[config.mk]
export PLATFORM = sky130hd
export DESIGN_NAME = microtile_add_sched
export DESIGN_NICKNAME = d
export VERILOG_FILES = /design/src/rtl/microtile_add_sched.sv
export SDC_FILE = /design/constraint.sdc
export NUM_CORES = 1
export LEC_CHECK = 0
export ABC_CLOCK_PERIOD_IN_PS = 3400
export CORE_ASPECT_RATIO = 0.75
export CORE_MARGIN = 10
export CORE_UTILIZATION = 35
export CTS_CLUSTER_SIZE = 8
export DETAILED_ROUTE_END_ITERATION = 16
export GPL_TIMING_DRIVEN = 0
export PLACE_DENSITY_LB_ADDON = 0.05
export SETUP_SLACK_MARGIN = 0.02
export SLEW_MARGIN = 20
export SYNTH_ARGS = -nofsm -noshare
export SYNTH_HDL_FRONTEND = slang
export SYNTH_SLANG_ARGS = --single-unit
[constraint.sdc]
create_clock -name clk -period 3.4 [get_ports clk]
set_input_delay 0.68 -clock clk [delete_from_list [all_inputs] [get_ports clk]]
set_output_delay 0.68 -clock clk [all_outputs]
set_load 0.03 [all_outputs]
[src/rtl/microtile_add_sched.sv]
// Two-requester round-robin scheduler feeding a 4-bit + 4-bit adder.
// Flow: IDLE grants a winner, COMPUTE forms the sum, RESULT holds it
// until the consumer accepts. Every output comes straight from a flop.
module microtile_add_sched #(
  parameter int unsigned SUM_W = 8
) (
  input  logic             clk,
  input  logic             rst,
  input  logic [1:0]       req,
  input  logic [3:0]       opa0,
  input  logic [3:0]       opb0,
  input  logic [3:0]       opa1,
  input  logic [3:0]       opb1,
  output logic [1:0]       gnt,
  output logic             res_valid,
  input  logic             res_ready,
  output logic [SUM_W-1:0] res_sum,
  output logic             res_id,
  output logic             busy,
  output logic [7:0]       done_cnt
);

  typedef enum logic [1:0] {
    StIdle    = 2'd0,
    StCompute = 2'd1,
    StResult  = 2'd2
  } state_e;

  state_e           state_q, state_d;
  logic             ptr_q, ptr_d;
  logic             win_q, win_d;
  logic [3:0]       op_a_q, op_a_d;
  logic [3:0]       op_b_q, op_b_d;
  logic [1:0]       gnt_q, gnt_d;
  logic             res_valid_q, res_valid_d;
  logic [SUM_W-1:0] res_sum_q, res_sum_d;
  logic             res_id_q, res_id_d;
  logic             busy_q, busy_d;
  logic [7:0]       done_cnt_q, done_cnt_d;

  logic             arb_win;
  logic [4:0]       sum5;

  // Lone requester wins outright; on contention the pointer decides.
  always_comb begin
    unique case (req)
      2'b01:   arb_win = 1'b0;
      2'b10:   arb_win = 1'b1;
      default: arb_win = ptr_q;
    endcase
  end

  // 5-bit sum keeps the carry of 15 + 15.
  assign sum5 = {1'b0, op_a_q} + {1'b0, op_b_q};

  // Next-state and next-output logic for the three-phase transaction.
  always_comb begin
    state_d     = state_q;
    ptr_d       = ptr_q;
    win_d       = win_q;
    op_a_d      = op_a_q;
    op_b_d      = op_b_q;
    gnt_d       = 2'b00;
    res_valid_d = res_valid_q;
    res_sum_d   = res_sum_q;
    res_id_d    = res_id_q;
    done_cnt_d  = done_cnt_q;

    unique case (state_q)
      StIdle: begin
        if (req != 2'b00) begin
          win_d   = arb_win;
          op_a_d  = arb_win ? opa1 : opa0;
          op_b_d  = arb_win ? opb1 : opb0;
          gnt_d   = arb_win ? 2'b10 : 2'b01;
          // Loser gets priority next time.
          ptr_d   = ~arb_win;
          state_d = StCompute;
        end
      end
      StCompute: begin
        res_sum_d   = SUM_W'(sum5);
        res_id_d    = win_q;
        res_valid_d = 1'b1;
        state_d     = StResult;
      end
      StResult: begin
        if (res_ready) begin
          res_valid_d = 1'b0;
          done_cnt_d  = done_cnt_q + 8'd1;
          state_d     = StIdle;
        end
      end
      default: begin
        res_valid_d = 1'b0;
        state_d     = StIdle;
      end
    endcase

    // Registered from the next state so busy lines up with the state flop.
    busy_d = (state_d != StIdle);
  end

  // State and output registers with synchronous reset.
  always_ff @(posedge clk) begin
    if (rst) begin
      state_q     <= StIdle;
      ptr_q       <= 1'b0;
      win_q       <= 1'b0;
      op_a_q      <= 4'd0;
      op_b_q      <= 4'd0;
      gnt_q       <= 2'b00;
      res_valid_q <= 1'b0;
      res_sum_q   <= '0;
      res_id_q    <= 1'b0;
      busy_q      <= 1'b0;
      done_cnt_q  <= 8'd0;
    end else begin
      state_q     <= state_d;
      ptr_q       <= ptr_d;
      win_q       <= win_d;
      op_a_q      <= op_a_d;
      op_b_q      <= op_b_d;
      gnt_q       <= gnt_d;
      res_valid_q <= res_valid_d;
      res_sum_q   <= res_sum_d;
      res_id_q    <= res_id_d;
      busy_q      <= busy_d;
      done_cnt_q  <= done_cnt_d;
    end
  end

  assign gnt       = gnt_q;
  assign res_valid = res_valid_q;
  assign res_sum   = res_sum_q;
  assign res_id    = res_id_q;
  assign busy      = busy_q;
  assign done_cnt  = done_cnt_q;

endmodule
==> results.md, run 1 <==
Critical path:
- Together, buffers and inverters on the worst path number 3.
- The dominant delay contributor by cell family on the critical path is buffers and inverters.
- By instance count, the cell type seen most on the critical path is mux2i_1.
- The worst setup path is captured at a flip-flop.
- Walking the worst path, the cells encountered are clkdlybuf4s50_1, inv_1, ha_1, mux2i_1, buf_4, mux2i_1, a211oi_1.
- The cell at the slowest stage of the critical path is clkdlybuf4s50_1.
- The worst register-to-register path begins at op_a_q[0].
- The worst setup path is of the input port to flip-flop kind.
- The terminus of the critical flop-to-flop path is res_sum[4].
- Measured in cells, the most critical reg-to-reg path has a length of 6.
- The data required time of the worst path is 3.54 ns.
- For the worst setup path, the data arrival time is 2.46 ns.
- The maximum fanout encountered on the critical timing path is 10.
- The delay contributed by the slowest stage of the critical path is 0.48 ns.
- The setup slack on the worst flop-to-flop path is 1.94 ns.
- The most critical setup path has its startpoint at req[1].
- The type of origin of the critical path is an input port.

Timing:
- The count of final hold-check violations is 0.
- Dividing the final minimum period by the clock period gives 0.682.
- Derived from the worst setup path, the maximum achievable clock frequency is 432 MHz.
- Summed over all failing endpoints, the final setup total negative slack is 0 ns.
- The hold slack is 0.456 ns.
- The total count of max-transition violations in the final report came to 0.
- Setup violations remaining at the end of the flow were counted as 0.
- The worst setup skew after layout is 0.00305 ns.
- The shortest period the worst path allows is 2.32 ns.
- Setup repair after global routing left no endpoint under its margin.

Power and ir drop:
- The total power consumption of the routed design is 893 uW.
- The cell area power density is 456 mW/mm^2.
- For this design the static power due to leakage is 0.793 nW.
- Across the VDD grid, the largest voltage drop is 0.249 mV.

Placed design:
- Once placement finished, the instance area stood at 0.00187 sq mm.
- Buffers placed on the I/O ports in this run total 38.
- The wire-length estimate of the detail-placed layout is 2.68 mm.
- The congestion estimate from routability-driven global placement came to 0.752.

Floorplanning:
- The initial utilization of the core area, before any placement, comes to 0.374.
- During I/O placement, the number of pins put on the boundary was 42.
- The floorplan has 19 rows.
- The area of the core region is 0.00378 sq mm.
- The chip height is 75.1 microns.
- The die is 93.4 microns wide.
- The die covers 0.00701 sq mm.

Routing:
- The count of unresolved DRC violations after routing is 0.
- The final routed wire length divided by cell count is 13.3 microns.
- The pre-antenna-repair detailed-routing pass consisted of 4 iterations.
- Summing over every cut layer, the via total after detailed routing is 1211.
- The detailed router finished its first iteration with 39 violations.
- Dividing the detail-routed via count by the number of cells gives 4.79.
- The count of nets left with antenna violations once routing finished came out at 0.
- Wires add up to 3.37 mm.

Global routing:
- The final global-route overflow total is 0.
- Entering global routing, the biggest net connects 11 pins.
- The wire length of the first global-routing pass is 5.94 mm.
- The initial antenna violation count is 0.
- The all-layer global routing usage is 0.108.
- The number of global-route vias before repair is 1206.

Yosys:
- The mapped netlist covers 0.00142 sq mm.
- The post-synthesis cell type with the largest combined area is dfxtp_1.
- The synthesized instance count is 153.
- The share of Yosys cell area claimed by the top area cell type is 0.424.
- Yosys attributes the largest share of cell area to dfxtp_1, mux2i_1, ha_1.
- The synthesized design contains 0 enable-type register cells.
- The most frequently used flop master after synthesis is dfxtp_1.
- The total of flip-flops plus latches after synthesis is 30.
- Of the synthesized area, sequential elements account for 0.424.
- Synthesis instantiated 35 different standard cells from the library.
- The number of warning messages in the yosys log is 0.
- The average size of a mapped cell is 9.25 sq um.
- The async set-reset flop share out of synthesis is 0.

Clock tree:
- The master cell of the clock root buffer is clkbuf_8.
- TritonCTS built the clock tree.
- The H-tree was split into 2 levels.
- The number of gates resized after cts is 0.
- Clock-pin slew was measured on the worst setup and hold paths at 0.06 ns.
- The clock latency reported for the late side of the worst-skew pair is 0.27 ns.
- The clock passes through at most 2 buffers.
- After clock tree synthesis, the setup repair step added 0 buffers.
- In this run, post-CTS hold repair placed 0 buffers.
- The clock drives 30 sinks.
- TritonCTS created 5 clock buffers.

Final layout:
- The post-synthesis to final-layout area growth is 38.5%.
- The post-layout net count is 229.
- The number of antenna diodes in the final layout is 0.
- The post-layout utilization of the core is 0.518.
- In the final layout, the share of cells above drive strength 1 is 0.0846.
- After routing the design area is 0.00196 sq mm.

Hold path:
- The path category of the worst min-delay check is flip-flop to flip-flop.
- The worst hold path passes through 2 cells.
- In this run the most critical hold path is launched from res_id.
- The worst min-delay path endpoint is res_id.

Run status:
- The run finished with clean final reports.

Job:
- Max-cap violations in this run came to 0.
-- cells by family after synthesis --
| logic type | Yosys count | share of synthesized area |
|---|---|---|
| adder cells (fa/ha/maj) | 8 | 0.0760 |
| buffers and inverters | 19 | 0.0681 |
| flip-flops | 30 | 0.424 |
| XOR/XNOR | 3 | 0.0186 |
| AND/OR/NAND/NOR | 51 | 0.198 |
| multiplexers | 10 | 0.0707 |
| other | 1 | 0.00265 |
| AO/OA/AOI/OAI | 31 | 0.141 |
-- registers in the layout, indices dropped and copies added (netlist names) --
register / flops
win_q: 1
done_cnt: 8
res_sum: 5
res_id: 1
op_a_q: 4
ptr_q: 1
res_valid: 1
gnt: 2
state_q: 2
op_b_q: 4
busy: 1
-- worst register-to-register path, cell delays in order (launching register included) --
cell,delay (ns)
dfxtp_1,0.35
ha_1,0.18
inv_1,0.05
fa_1,0.39
nor2b_1,0.13
o21ai_0,0.09
a211oi_1,0.19
-- layer usage --
metal  wire length [microns]  GRT usage  up-vias
met5                       0          0        -
met4                      23     0.0410        0
met3                     291     0.0477        4
met2                    1490      0.168       28
met1                    1570      0.128      551
li1                        -          -      628
-- cell usage in the layout, fill, tap and decap left out, types with 4 or more instances in the layout --
cell and count:
nor2_1 17, a21oi_1 11, dfxtp_1 30, inv_1 7
nand3_1 4, ha_1 7, buf_4 4, clkdlybuf4s50_1 38
clkbuf_8 6, mux2i_1 10, a211oi_1 11, clkbuf_1 4
nand2_1 9
-- area by class of cell --
class | count | area, sq um
Multi-Input combinational cell | 106 | 726
Sequential cell | 30 | 601
Clock buffer | 7 | 86.3
Buffer | 12 | 70.1
Fill cell | 361 | 1820
Timing Repair Buffer | 38 | 380
Tap cell | 52 | 65.1
Inverter | 7 | 26.3
Clock inverter | 1 | 5.00
-- cells in the mapped netlist (all sizes together) (2+ instances only) --
master	instances
dfxtp	30
nor2	17
a211oi	11
a21oi	11
mux2i	10
buf	9
nand2	9
ha	7
inv	7
nand3	4
clkbuf	3
nand4	3
nor2b	3
nor3	3
o21ai	3
o31ai	3
or3	3
or4	3
nand3b	2
xor2	2
-- where the power goes --
part           internal, mW  switching [mW]
logic                0.0964           0.110
registers             0.381          0.0168
clock network         0.163           0.126
total                 0.640           0.252
-- how the worst max path moves through the flow --
stage                      endpoint  slack (ns)  cells past startpoint
final                     op_a_q[3]        1.08                      7
after detailed placement  op_a_q[3]        0.79                      7
after floorplan           op_a_q[0]        1.47                      6
after CTS                 op_a_q[3]        1.07                      7
after global routing      op_a_q[3]        0.98                      7
after global placement    op_b_q[3]        0.84                      7
-- stage by stage --
| stage | cells | setup WS, ns |
|---|---|---|
| floorplan | 155 | 1.47 |
| global placement | 245 | 0.839 |
| detailed placement | 245 | 0.787 |
| CTS | 253 | 1.07 |
| global route | 253 | 0.979 |
| finish | 253 | 1.08 |
(Power assumes the default switching activity.)
==> run 2: changes to the inputs <==
--- a/config.mk
+++ b/config.mk
@@ -5,7 +5,7 @@
 export SDC_FILE = /design/constraint.sdc
 export NUM_CORES = 1
 export LEC_CHECK = 0
-export ABC_CLOCK_PERIOD_IN_PS = 3400
+export ABC_CLOCK_PERIOD_IN_PS = 1900
 export CORE_ASPECT_RATIO = 0.75
 export CORE_MARGIN = 10
 export CORE_UTILIZATION = 35
==> constraint.sdc (replaced) <==
create_clock -name clk -period 1.9 [get_ports clk]
set_input_delay 0.38 -clock clk [delete_from_list [all_inputs] [get_ports clk]]
set_output_delay 0.38 -clock clk [all_outputs]
set_load 0.03 [all_outputs]
==> run 2 against run 1 <==
Utilization is 1.5 points higher. Clock-buffer cell count did not move. Via count grew 1.8%. Die area is the same. Largest power group unchanged. Worst setup slack worse by 0.97 ns. Routed wire length up 1.8%. Critical path type unchanged. Critical path depth unchanged.
==> results.md, run 2 (synthesis results as in run 1) <==
Timing:
- The total count of max-transition violations in the final report is 0 (unchanged).
- The shortest period the worst path allows is 1.79 ns.
- Setup repair after global routing left no endpoint under its margin.
- The accumulated negative setup slack came to 0 ns (unchanged).
- The count of final hold-check violations was 0 (unchanged).
- The worst setup skew after layout is 0.00281 ns (-0.000237 ns).
- Headroom to the max-slew limit came out at 0.659.
- The actual slew at the worst max-slew pin is 0.512 ns.
- The number of failing setup endpoints in the final timing report is 0 (unchanged).
- The hold slack was 0.456 ns (-0.0000120 ns).
- Static timing analysis puts the maximum clock frequency at 558 MHz.
- The final worst-path cycle share is 0.942.

Critical path:
- STA classifies the critical path endpoint as a flip-flop.
- The maximum fanout encountered on the critical timing path was 7 (-3).
- The worst setup path is launched from an input port.
- The critical path class is input port to flip-flop.
- The arrival time of the worst setup path is 1.93 ns (-0.53 ns).
- The data required time of the worst path was 2.04 ns (-1.50 ns).

Routing:
- The routed length on met1 is 1.65 mm (+4.9%).
- The final routed wire length divided by cell count is 13.5 microns (+0.98%).
- The total length of routed met2 wires was 1.45 mm (-2.2%).
- The number of vias per cell is 4.84 (+1.0%).
- The total met3 wirelength after detailed routing is 287 microns (-1.4%).
- The aggregate routed wire length was 3.43 mm (+1.8%).
- The count of unresolved DRC violations after routing is 0 (unchanged).
- The vias after detailed routing is 1233 (+1.8%).
- The number of iterations in the first detailed-routing pass is 4 (unchanged).
- The top routing layer in use is met4.
- The number of DRC markers in iteration 0 is 32 (-18%).
- The remaining number of nets flagged by the antenna check after routing is 0 (unchanged).

Clock tree:
- The tree is rooted in a clkbuf_8.
- The cts-stage hold buffer count is 0 (unchanged).
- The TritonCTS clock tree is built.
- The clock net sink count is 30 (unchanged).
- The clock latency reported for the late side of the worst-skew pair was 0.28 ns (about the same).
- The number of buffers created by CTS is 5 (unchanged).
- The number of levels the H-tree was split into is 2 (unchanged).
- The clock edge transition at the registers on the reported setup and hold paths is 0.06 ns (about the same).
- The clock tree buffer depth came to 2 (unchanged).

Power and ir drop:
- The cell area power density is 807 mW/mm^2 (+77%).
- The peak supply drop was 0.449 mV (+80%).
- The total leakage power came to 0.854 nW (+7.7%).

Final layout:
- The flip-flop count of the largest register, all copies and words added came to 8 (unchanged).
- In the layout the commonest cells are clkdlybuf4s50_1, dfxtp_1, nor2_1, a211oi_1, a21oi_1.
- The post-layout net count is 231 (+0.87%).
- The fraction of final layout cells sized beyond drive strength 1 is 0.108 (+0.0238).
- The count of inserted antenna diode cells is 0 (unchanged).
- The number of fillers in the final layout was 359 (-0.55%).
- The most common library cell in the layout ignoring fill and taps is clkdlybuf4s50_1.
- The non-filler instance count after layout came to 255 (+0.79%).
- Compared with the post-synthesis result, the final layout area differs by 42.4%.
- The final instance area is 0.00201 sq mm (+2.8%).

Job:
- The max-cap violation count is 0 (unchanged).

Floorplanning:
- The area of the core region came to 0.00378 sq mm (unchanged).
- The placement row count is 19 (unchanged).
- The chip height is 75.1 microns (unchanged).
- The number of top-level pins is 42 (unchanged).
- The die width is 93.4 microns (unchanged).
- The initial standard-cell utilization of the core is 0.374 (unchanged).
- The die area is 0.00701 sq mm (unchanged).

Placed design:
- The global placer's final weighted congestion is 0.752 (unchanged).
- The number of cells in the design after placement is 245 (unchanged).
- The number of buffers added on ports is 38 (unchanged).
- The placed standard-cell area came to 0.00187 sq mm (unchanged).
- The final HPWL from detailed placement is 2.68 mm (unchanged).

Global routing:
- The wire length of the first global-routing pass is 5.98 mm (+0.59%).
- The final global-route overflow total was 0 (unchanged).
- The maximum number of pins on one net before global-route repair is 11 (unchanged).
- The all-layer global routing usage is 0.108 (+0.000835).
- The number of global-route vias before repair is 1216 (+0.83%).
- The initial antenna violation count came to 0 (unchanged).

Hold path:
- In this run the worst hold path is classified as flip-flop to flip-flop.

Run status:
- The flow ran to the end, and the final reports show no timing, DRC or antenna violations.
run 2: layout make-up:
cell class                      count  area (sq um)  area share
Sequential cell                    30           601       0.298
Clock buffer                        7          86.3      0.0429
Buffer                             12          73.8      0.0366
Tap cell                           52          65.1      0.0323
Multi-Input combinational cell    106           754       0.375
Timing Repair Buffer               40           403       0.200
Inverter                            7          26.3      0.0130
Clock inverter                      1          5.00     0.00248
run 2: path summary, 6_finish.rpt:
path | startpoint | endpoint | slack [ns] | cells past startpoint
min reg2reg | res_id | res_id | 0.46 | 2
max reg2reg | op_a_q[0] | res_sum[4] | 0.44 | 6
min | res_id | res_id | 0.46 | 2
max | req[1] | op_a_q[3] | 0.11 | 7
run 2: routing by layer:
metal,up-vias,track usage
li1,633,-
met1,564,0.132
met4,0,0.0410
met2,30,0.166
met5,-,0
met3,6,0.0477
run 2: power by group:
group	leakage [nW]	internal, mW	switching, mW	total [mW]
logic	0.559	0.189	0.203	0.393
registers	0.246	0.682	0.0316	0.713
clock network	0.0482	0.291	0.227	0.519
run 2: repair_timing:
item	4_1_cts	5_1_grt
setup buffers	2	0
resized for setup	3	5
pin swaps	0	0
setup endpoints to repair	6	6
hold endpoints to repair	0	0
run 2: critical path, stage by stage:
cell	delay [ns]
clkdlybuf4s50_1	0.48
inv_1	0.07
ha_4	0.28
mux2i_4	0.23
buf_6	0.17
mux2i_2	0.23
a211oi_1	0.09
run 2: stage by stage:
stage | setup slack [ns] | power, mW | util
after floorplan | 0.270 | 0.960 | -
after global placement | -0.361 | 1.09 | 0.494
after detailed placement | -0.413 | 1.10 | 0.494
after CTS | 0.0491 | 1.64 | 0.527
after global routing | 0.0301 | 1.72 | 0.533
final | 0.109 | 1.62 | 0.533
==> run 3: changes to the inputs <==
--- a/config.mk
+++ b/config.mk
@@ -6,7 +6,6 @@
 export NUM_CORES = 1
 export LEC_CHECK = 0
 export ABC_CLOCK_PERIOD_IN_PS = 1900
-export CORE_ASPECT_RATIO = 0.75
 export CORE_MARGIN = 10
 export CORE_UTILIZATION = 35
 export CTS_CLUSTER_SIZE = 8
==> run 3 against run 2 <==
Cell count is 0.78% lower. Register-to-register slack barely moved. Worst hold slack lost 0.0036 ns. Combinational power shrank 1%. Clock power barely moved. Global-route usage down 1.0 points. Critical path depth fell by 6. Design area is 0.37% lower. First-iteration DRC count up 22%. Highest routed layer unchanged.
==> results.md, run 3 (synthesis results as in run 1) <==
Final layout:
- The number of fillers in the final layout came to 373 (+3.9%).
- The post-synthesis to final-layout area growth is 41.8%.
- The flip-flop count of the largest register, all copies and words added is 8 (unchanged).
- The count of inserted antenna diode cells is 0 (unchanged).
- In the layout the commonest cells are clkdlybuf4s50_1, dfxtp_1, nor2_1, a211oi_1, a21oi_1.
- Leaving out fill and tap cells, the most frequent cell in the layout is clkdlybuf4s50_1.
- The fraction of final layout cells sized beyond drive strength 1 is 0.108 (unchanged).
- The post-layout net count came to 231 (unchanged).

Power and ir drop:
- The share of total power consumed by net switching came to 0.281 (-0.00340).
- The peak supply drop is 0.419 mV (-6.5%).
- The combinational cell fraction of total power is 0.240 (-0.002).
- The total leakage power is 0.816 nW (-4.4%).
- The cell area power density is 805 mW/mm^2 (-0.14%).
- The share of power burned in the clock network came to 0.320 (about the same).
- The switching component of the power is 454 uW (-1.7%).
- The cell-internal power is 1.16 mW (about the same).
- The share of total power in sequential cells is 0.439 (about the same).

Clock tree:
- The TritonCTS clock tree is built.
- The clock tree buffer depth is 2 (unchanged).
- The clock latency reported for the late side of the worst-skew pair is 0.28 ns (about the same).
- The cts-stage hold buffer count was 0 (unchanged).
- The number of levels the H-tree was split into is 2 (unchanged).
- The master cell of the clock root buffer is clkbuf_8.
- The number of buffers created by CTS is 5 (unchanged).
- The clock net sink count is 30 (unchanged).
- The clock edge transition at the registers on the reported setup and hold paths is 0.06 ns (about the same).

Timing:
- The worst setup skew after layout is 0.00406 ns (+0.00125 ns).
- The actual slew at the worst max-slew pin came to 0.516 ns (+0.00401 ns).
- Setup repair after global routing left no endpoint under its margin.
- The hold slack is 0.452 ns (-0.00356 ns).
- The peak clock frequency supported by timing is 552 MHz (-1.2%).
- The accumulated negative setup slack is 0 ns (unchanged).
- The number of failing setup endpoints in the final timing report is 0 (unchanged).
- The total count of max-transition violations in the final report came to 0 (unchanged).
- The shortest period the worst path allows came to 1.81 ns (+0.0211 ns).
- The final worst-path cycle share was 0.954 (+0.0111).
- The remaining max-slew budget at the tightest pin is 0.656 (-0.00267).
- The count of final hold-check violations came to 0 (unchanged).

Placed design:
- The global placer's final weighted congestion is 0.728 (-3.1%).
- The final HPWL from detailed placement was 2.62 mm (-2.1%).
- The number of buffers added on ports came to 38 (unchanged).

Floorplanning:
- The placement row count is 23 (+4).
- The chip height is 83.6 microns (+11%).
- The initial standard-cell utilization of the core is 0.359 (-0.0154).
- The die width is 83.6 microns (-11%).
- The die area is 0.00699 sq mm (-0.37%).
- The number of top-level pins is 42 (unchanged).
- The area of the core region is 0.00394 sq mm (+4.3%).

Routing:
- The final routed wire length divided by cell count is 13.2 microns (-2.3%).
- The number of vias per cell came to 4.76 (-1.5%).
- The count of unresolved DRC violations after routing was 0 (unchanged).
- The remaining number of nets flagged by the antenna check after routing is 0 (unchanged).
- The number of iterations in the first detailed-routing pass is 4 (unchanged).
- The aggregate routed wire length came to 3.33 mm (-3.1%).
- The number of DRC markers in iteration 0 is 39 (+22%).
- The vias after detailed routing is 1205 (-2.3%).

Critical path:
- On the critical path the largest part of the delay comes from buffers and inverters.
- The data required time of the worst path is 1.52 ns (-0.52 ns).
- The number of buffer and inverter stages on the critical path is 1 (-2).
- The worst setup path is captured at a primary output.
- The arrival time of the worst setup path is 1.43 ns (-0.50 ns).
- The delay contributed by the slowest stage of the critical path is 0.72 ns (+0.24 ns).
- The critical path is of the flip-flop to primary output type.
- The maximum fanout encountered on the critical timing path was 6 (-1).
- The type of origin of the critical path is a flip-flop.
- The cell at the slowest stage of the critical path is clkdlybuf4s50_1.
- The signal on the critical path passes through clkdlybuf4s50_1.

Global routing:
- The wire length of the first global-routing pass is 5.73 mm (-4.2%).
- The final global-route overflow total is 0 (unchanged).
- The number of global-route vias before repair was 1246 (+2.5%).
- The met3 capacity usage during global routing came to 0.0566 (+0.00897).
- The maximum number of pins on one net before global-route repair is 11 (unchanged).
- The all-layer global routing usage is 0.0982 (-0.0102).
- After global routing, the most crowded layer is met2.
- The met2 track demand over resource in global routing is 0.158 (-0.00822).
- The met1 layer usage reported by global route is 0.104 (-0.0281).
- The initial antenna violation count is 0 (unchanged).

Hold path:
- In this run the worst hold path is classified as flip-flop to flip-flop.

Run status:
- The flow ran to the end, and the final reports show no timing, DRC or antenna violations.

Job:
- The max-cap violation count is 0 (unchanged).
[run 3: per-stage QoR]
step | worst slack (ns) | power, mW | cell area (sq um) | util | std cells
after detailed placement | -0.426 | 1.09 | 1870 | 0.473 | 243
final | 0.0882 | 1.62 | 2010 | 0.509 | 253
after global placement | -0.367 | 1.09 | 1870 | 0.473 | 243
after global routing | 0.0272 | 1.72 | 2010 | 0.509 | 253
after CTS | 0.0658 | 1.64 | 1990 | 0.504 | 253
after floorplan | 0.270 | 0.960 | 1420 | - | 155
[run 3: what timing repair did]
| action | CTS | global route |
|---|---|---|
| setup endpoints to repair | 6 | 2 |
| buffers inserted | 2 | 0 |
| gates resized for setup | 3 | 3 |
| endpoints found under the hold margin | 0 | 0 |
[run 3: power by group through the flow]
stage | Combinational, mW | Clock (mW) | Sequential [mW]
floorplan | 0.201 | 0 | 0.759
global placement | 0.365 | 0 | 0.721
detailed placement | 0.370 | 0 | 0.723
CTS | 0.388 | 0.539 | 0.710
global route | 0.432 | 0.572 | 0.717
finish | 0.389 | 0.518 | 0.710
[run 3: path summary, 6_finish.rpt]
| kind | from | end | slack, ns | depth (start not counted) |
|---|---|---|---|---|
| hold / removal | win_q | res_id | 0.45 | 2 |
| hold reg to reg | win_q | res_id | 0.45 | 2 |
| setup / recovery | done_cnt[1] | done_cnt[1] | 0.09 | 1 |
| setup reg to reg | op_a_q[0] | res_sum[4] | 0.45 | 6 |
[run 3: area by class of cell]
cell class / instances / area [sq um] / share of cell area
Buffer: 12 / 73.8 / 0.0368
Sequential cell: 30 / 601 / 0.299
Timing Repair Buffer: 40 / 398 / 0.198
Tap cell: 50 / 62.6 / 0.0312
Multi-Input combinational cell: 106 / 754 / 0.376
Clock inverter: 1 / 5.00 / 0.00249
Clock buffer: 7 / 86.3 / 0.0430
Inverter: 7 / 26.3 / 0.0131
[run 3: per-layer routing]
metal  share of wire  up-vias  routed length, microns
met5               0        -                       0
met4           0.016        0                      53
met3           0.089        7                     296
met2            0.48       33                    1600
met1            0.41      533                    1380
li1                -      632                       -
